`config.mk`:
```
export PLATFORM = sky130hd
export DESIGN_NAME = moving_average_filter
export DESIGN_NICKNAME = d
export VERILOG_FILES = /design/src/rtl/moving_average_filter.sv
export SDC_FILE = /design/constraint.sdc
export NUM_CORES = 1
export LEC_CHECK = 0
export BUFFER_PORTS_ARGS = -buffer_cell sky130_fd_sc_hd__buf_2
export CORE_ASPECT_RATIO = 0.5
export CORE_MARGIN = 4
export CORE_UTILIZATION = 31
export DETAILED_ROUTE_END_ITERATION = 8
export MAX_ROUTING_LAYER = met4
export SLEW_MARGIN = 40
export SYNTH_ARGS = -nofsm -noshare
export SYNTH_HDL_FRONTEND = slang
export SYNTH_SLANG_ARGS = --single-unit
export TNS_END_PERCENT = 1
```
`constraint.sdc`:
```
create_clock -name clk -period 3.4 [get_ports clk]
set_input_delay 0.17 -clock clk [delete_from_list [all_inputs] [get_ports clk]]
set_output_delay 0.17 -clock clk [all_outputs]
set_load 0.01 [all_outputs]
```
`src/rtl/moving_average_filter.sv`:
```
// moving_average_filter
//
// Averages the most recent 2^LOG2_DEPTH unsigned samples and presents the
// floor of the mean on out_data, with a one-cycle dr pulse per result.
//
//   MODE 0 : sliding window. After the window first fills, every accepted
//            sample produces a result.
//   MODE 1 : block average. One result per DEPTH accepted samples. The
//            accumulator and fill count restart after each result.
//
// Ports
//   clk        in   rising-edge clock
//   rst        in   asynchronous active-high reset
//   en         in   sample strobe; in_data is taken on edges where en=1
//   in_data    in   [WIDTH-1:0] unsigned sample
//   flush      in   synchronous clear of the window state; wins over en
//   out_data   out  [WIDTH-1:0] last average, held between results
//   dr         out  one-cycle pulse on the cycle out_data is updated
//   fill_count out  [LOG2_DEPTH:0] valid samples in the current window/block

module moving_average_filter #(
   parameter int unsigned WIDTH      = 8,
   parameter int unsigned LOG2_DEPTH = 2,
   parameter int unsigned MODE       = 0
) (
   input  logic                  clk,
   input  logic                  rst,
   input  logic                  en,
   input  logic [WIDTH-1:0]      in_data,
   input  logic                  flush,
   output logic [WIDTH-1:0]      out_data,
   output logic                  dr,
   output logic [LOG2_DEPTH:0]   fill_count
);

   localparam int unsigned DEPTH = 1 << LOG2_DEPTH;
   localparam int unsigned SUM_W = WIDTH + LOG2_DEPTH;
   localparam int unsigned CNT_W = LOG2_DEPTH + 1;

   localparam logic [LOG2_DEPTH:0] FILL_FULL = CNT_W'(DEPTH);
   localparam logic [LOG2_DEPTH:0] FILL_LAST = CNT_W'(DEPTH - 1);

   // Accumulator is wide enough for DEPTH full-scale samples, so it never wraps.
   logic [SUM_W-1:0]      sum_q, sum_d;
   logic [SUM_W-1:0]      sum_next;
   logic [LOG2_DEPTH:0]   fill_q, fill_d;
   logic [WIDTH-1:0]      out_q, out_d;
   logic                  dr_q, dr_d;

   // Sample leaving the window when a new one is written (always 0 in MODE 1).
   logic [WIDTH-1:0]      oldest;

   // Only accepted, non-flushed samples touch the window state.
   logic                  accept;
   assign accept = en && !flush;

   //------------------------------------------------------------------------
   // Sample buffer and write pointer, built only for the sliding window.
   //------------------------------------------------------------------------
   if (MODE == 0) begin : g_window
      logic [WIDTH-1:0]      buf_q [DEPTH];
      logic [LOG2_DEPTH-1:0] wp_q;

      always_ff @(posedge clk or posedge rst) begin
         if (rst) begin
            wp_q <= '0;
            for (int unsigned i = 0; i < DEPTH; i++) begin
               buf_q[i] <= '0;
            end
         end else if (flush) begin
            // Zeroing the buffer keeps the sum equal to the sum of its entries.
            wp_q <= '0;
            for (int unsigned i = 0; i < DEPTH; i++) begin
               buf_q[i] <= '0;
            end
         end else if (en) begin
            buf_q[wp_q] <= in_data;
            wp_q        <= wp_q + LOG2_DEPTH'(1);
         end
      end

      assign oldest = buf_q[wp_q];
   end else begin : g_block
      assign oldest = '0;
   end

   // Subtracting the evicted entry cannot underflow: it is part of sum_q.
   assign sum_next = sum_q + SUM_W'(in_data) - SUM_W'(oldest);

   //------------------------------------------------------------------------
   // Next-state logic
   //------------------------------------------------------------------------
   always_comb begin
      sum_d  = sum_q;
      fill_d = fill_q;
      out_d  = out_q;
      dr_d   = 1'b0;

      if (flush) begin
         sum_d  = '0;
         fill_d = '0;
      end else if (accept) begin
         if (MODE == 0) begin
            sum_d = sum_next;
            if (fill_q != FILL_FULL) begin
               fill_d = fill_q + CNT_W'(1);
            end
            // Window is full once this sample lands.
            if (fill_q >= FILL_LAST) begin
               out_d = sum_next[SUM_W-1:LOG2_DEPTH];
               dr_d  = 1'b1;
            end
         end else begin
            if (fill_q == FILL_LAST) begin
               out_d  = sum_next[SUM_W-1:LOG2_DEPTH];
               dr_d   = 1'b1;
               sum_d  = '0;
               fill_d = '0;
            end else begin
               sum_d  = sum_next;
               fill_d = fill_q + CNT_W'(1);
            end
         end
      end
   end

   //------------------------------------------------------------------------
   // State registers
   //------------------------------------------------------------------------
   always_ff @(posedge clk or posedge rst) begin
      if (rst) begin
         sum_q  <= '0;
         fill_q <= '0;
         out_q  <= '0;
         dr_q   <= 1'b0;
      end else begin
         sum_q  <= sum_d;
         fill_q <= fill_d;
         out_q  <= out_d;
         dr_q   <= dr_d;
      end
   end

   assign out_data   = out_q;
   assign dr         = dr_q;
   assign fill_count = fill_q;

endmodule

```
==> qor.yml <==
logic_synthesis:
  synth.net_count: 389
  ys_seq_elements: 56
  yosysWarnings: 0
  synth_area_mm2: 0.00330
  synth_cell_types: 42
  ys_seq_area_share_pct: 42.5
  syn-mean-instance-area_um2: 9.37
  synthCells: 352
worst_setup_path:
  critPathArrivalTime_ns: 3.31
  startpoint: "g_window.wp_q[0]"
  critPathCapture: "sum_q[7]"
  cp.required_ns: 3.56
  worstSetupStartpointType: "flip-flop"
  regToRegStartpoint: "g_window.wp_q[0]"
  crit_fanout: 4
  path_class: "flip-flop to flip-flop"
  cp-end-kind: "flip-flop"
  r2r_setup_slack_ns: 0.25
  r2r_end: "sum_q[7]"
  worst_r2r_path_depth: 11
routing:
  drtPass1Iterations: 4
  vias: 2428
  finalWirelength_um: 6900
  drtIter0Drc: 112
  via_per_inst: 4.76
  ant_nets: 0
  wl_per_cell_um: 13.5
  drc_errors: 0
global_route:
  gr-usage-met3_pct: 1.54
  track_usage_pct: 12.0
  grt_overflow: 0
  grt_pass1_vias: 2398
  antenna_found_initial: 0
  grt_use_met1_pct: 17.1
  grt.busiest_layer: "met2"
  grt_pass1_wl_um: 11900
  grt_start_max_net_pins: 52
  use_met2_pct: 18.1
worst_hold_path:
  min_from: "in_data[1]"
  worstHoldPathType: "input pin to flip-flop"
timing:
  fmax_mhz: 317
  tightest_slew_ns: 0.549
  finalHoldViolCount: 0
  finalClockSkew_ns: 0.00365
  slew_headroom_pct: 63.4
  finalSetupViolCount: 0
  fin_crit_ns: 3.15
  period_share_pct: 92.7
  finalSetupTns_ns: 0
  drv_slew: 0
  rsz0062_at_grt: "no"
clock_network:
  cts_tree: "done"
  path_clk_slew_ns: 0.07
  cts_made_buffers: 5
  root_buffer: "clkbuf_16"
  clkLatencyLatePin_ns: 0.29
  clk_path_buf_depth: 2
  htree_levels: 2
  cts_setup_buffers: 0
  clock_sinks: 56
placed_design:
  place_area_mm2: 0.00355
  finalWeightedCongestion: 0.810
  hpwl_um: 4980
  portBuffers: 23
flow_run:
  drv_cap: 0
layout:
  final_cell_area_mm2: 0.00374
  fillCellCount: 1041
  antennaDiodeCount: 0
  drive_gt1_share_pct: 15.1
  fin_nets: 406
  area_growth_pct: 13.5
floorplanning:
  io_pins: 24
  fp-row-count: 26
  die_w_um: 154
  die_area_mm2: 0.0124
  fp.dieH_um: 80.9
  coreArea_mm2: 0.0103
  start_util_pct: 32.1
pwr:
  power-per-cell-area_mw_per_mm2: 662
  power.leakage_nw: 1.71
  peakVddDrop_v: 0.000301
outcome:
  run_status: "complete, no violations"
==> layout by cell type (no fill, tap or decap), types with 4 or more instances in the layout <==
cell type,n
nand2_1,55
nor2_1,17
ha_1,17
clkbuf_16,5
mux4_2,8
mux2i_1,8
xnor2_1,6
a21oi_1,38
buf_4,6
inv_1,39
buf_2,22
nor3_1,4
o21ai_0,4
fa_1,8
dfrtp_1,56
nand3_1,35
==> state kept, by name, indices dropped and copies added, names as in the netlist <==
register / flops
g_window.buf_q: 32
sum_q: 10
out_data: 8
fill_count: 3
g_window.wp_q: 2
dr: 1
==> critical path: stages, from the launching register on <==
cell and delay (ns):
dfrtp_1 0.34, buf_4 0.15, mux4_2 0.54, fa_1 0.55, inv_1 0.06, ha_1 0.29, a21oi_1 0.20, nor2_1 0.09
or2_1 0.24, a31oi_1 0.21, xor2_1 0.23, o22ai_1 0.11
==> how the worst min path moves through the flow <==
stage | end | slack [ns] | cells after the start
floorplan | sum_q[6] | 0.28 | 1
finish | g_window.buf_q[1] | 0.16 | 3
global route | g_window.buf_q[25] | 0.17 | 3
CTS | g_window.buf_q[25] | 0.16 | 3
global placement | g_window.buf_q[13] | 0.41 | 2
detailed placement | g_window.buf_q[14] | 0.25 | 2
==> stage by stage <==
| step | instances | worst slack (ns) | hold WS [ns] | utilization [%] | power (mW) |
|---|---|---|---|---|---|
| after global placement | 501 | 0.337 | 0.405 | 34.5 | 1.85 |
| after floorplan | 352 | 0.313 | 0.281 | - | 1.63 |
| after CTS | 510 | 0.232 | 0.162 | 36.4 | 2.50 |
| final | 510 | 0.249 | 0.164 | 36.4 | 2.48 |
| after global routing | 510 | 0.0221 | 0.170 | 36.4 | 2.66 |
| after detailed placement | 501 | 0.265 | 0.251 | 34.5 | 1.86 |
==> timing repair <==
action | in CTS | in global routing
endpoints found under the setup margin | 0 | 0
hold buffers | 1 | 0
gates resized for setup | 0 | 0
hold endpoints to repair | 38 | 0
==> cell families (layout without fill, tap and decap cells) <==
kind of cell,Yosys count,in the layout,synth area share [%]
xor+xnor,9,9,2.62
fa+ha+maj,25,25,11.3
buf+inv,60,78,7.10
mux,16,16,7.89
compound gates,62,62,11.6
simple gates,124,124,17.0
flops,56,56,42.5
==> where the power goes <==
group | internal [mW] | leakage, nW | switching (mW)
logic | 0.435 | 0.864 | 0.583
clock network | 0.389 | 0.0901 | 0.243
registers | 0.765 | 0.757 | 0.0635
total | 1.59 | 1.71 | 0.889
==> synth_stat cells (all sizes together) <==
master / n / area share, %
xnor2: 6 / 1.6
o21ai: 9 / 1.8
nand4: 1 / 0.19
nor4: 2 / 0.38
o21a: 3 / 0.91
o31ai: 1 / 0.38
a21boi: 1 / 0.34
a31oi: 3 / 0.57
nand2: 55 / 6.3
buf: 8 / 1.2
nand3: 35 / 5.3
nor2b: 2 / 0.38
or4: 2 / 0.46
nor3b: 1 / 0.38
nor2: 17 / 1.9
inv: 41 / 4.7
or2: 1 / 0.19
mux4: 8 / 5.5
a21oi: 39 / 6.0
nor3: 5 / 0.91
mux2i: 8 / 2.4
clkbuf: 11 / 1.3
ha: 17 / 6.5
dfrtp: 56 / 43
o2111ai: 1 / 0.27
o311ai: 1 / 0.27
fa: 8 / 4.9
a211oi: 2 / 0.61
o22ai: 1 / 0.19
nand2b: 3 / 0.57
a21o: 1 / 0.23
xor2: 3 / 1.0
==> layer usage <==
layer,vias to the layer above,wire length [um]
met3,7,245
met2,50,3000
li1,1203,-
met4,0,68
met5,-,0
met1,1168,3590
==> final cells by class <==
class	count	area (um^2)	share of cell area [%]
well taps	140	175	4.68
repair buffers	29	165	4.41
inverters	41	156	4.18
clock buffers	7	153	4.08
multi-input cells	236	1660	44.4
clock inverters	1	30.0	0.802
flip-flops and latches	56	1400	37.4
Note: power is estimated with default switching activity, not from simulation.
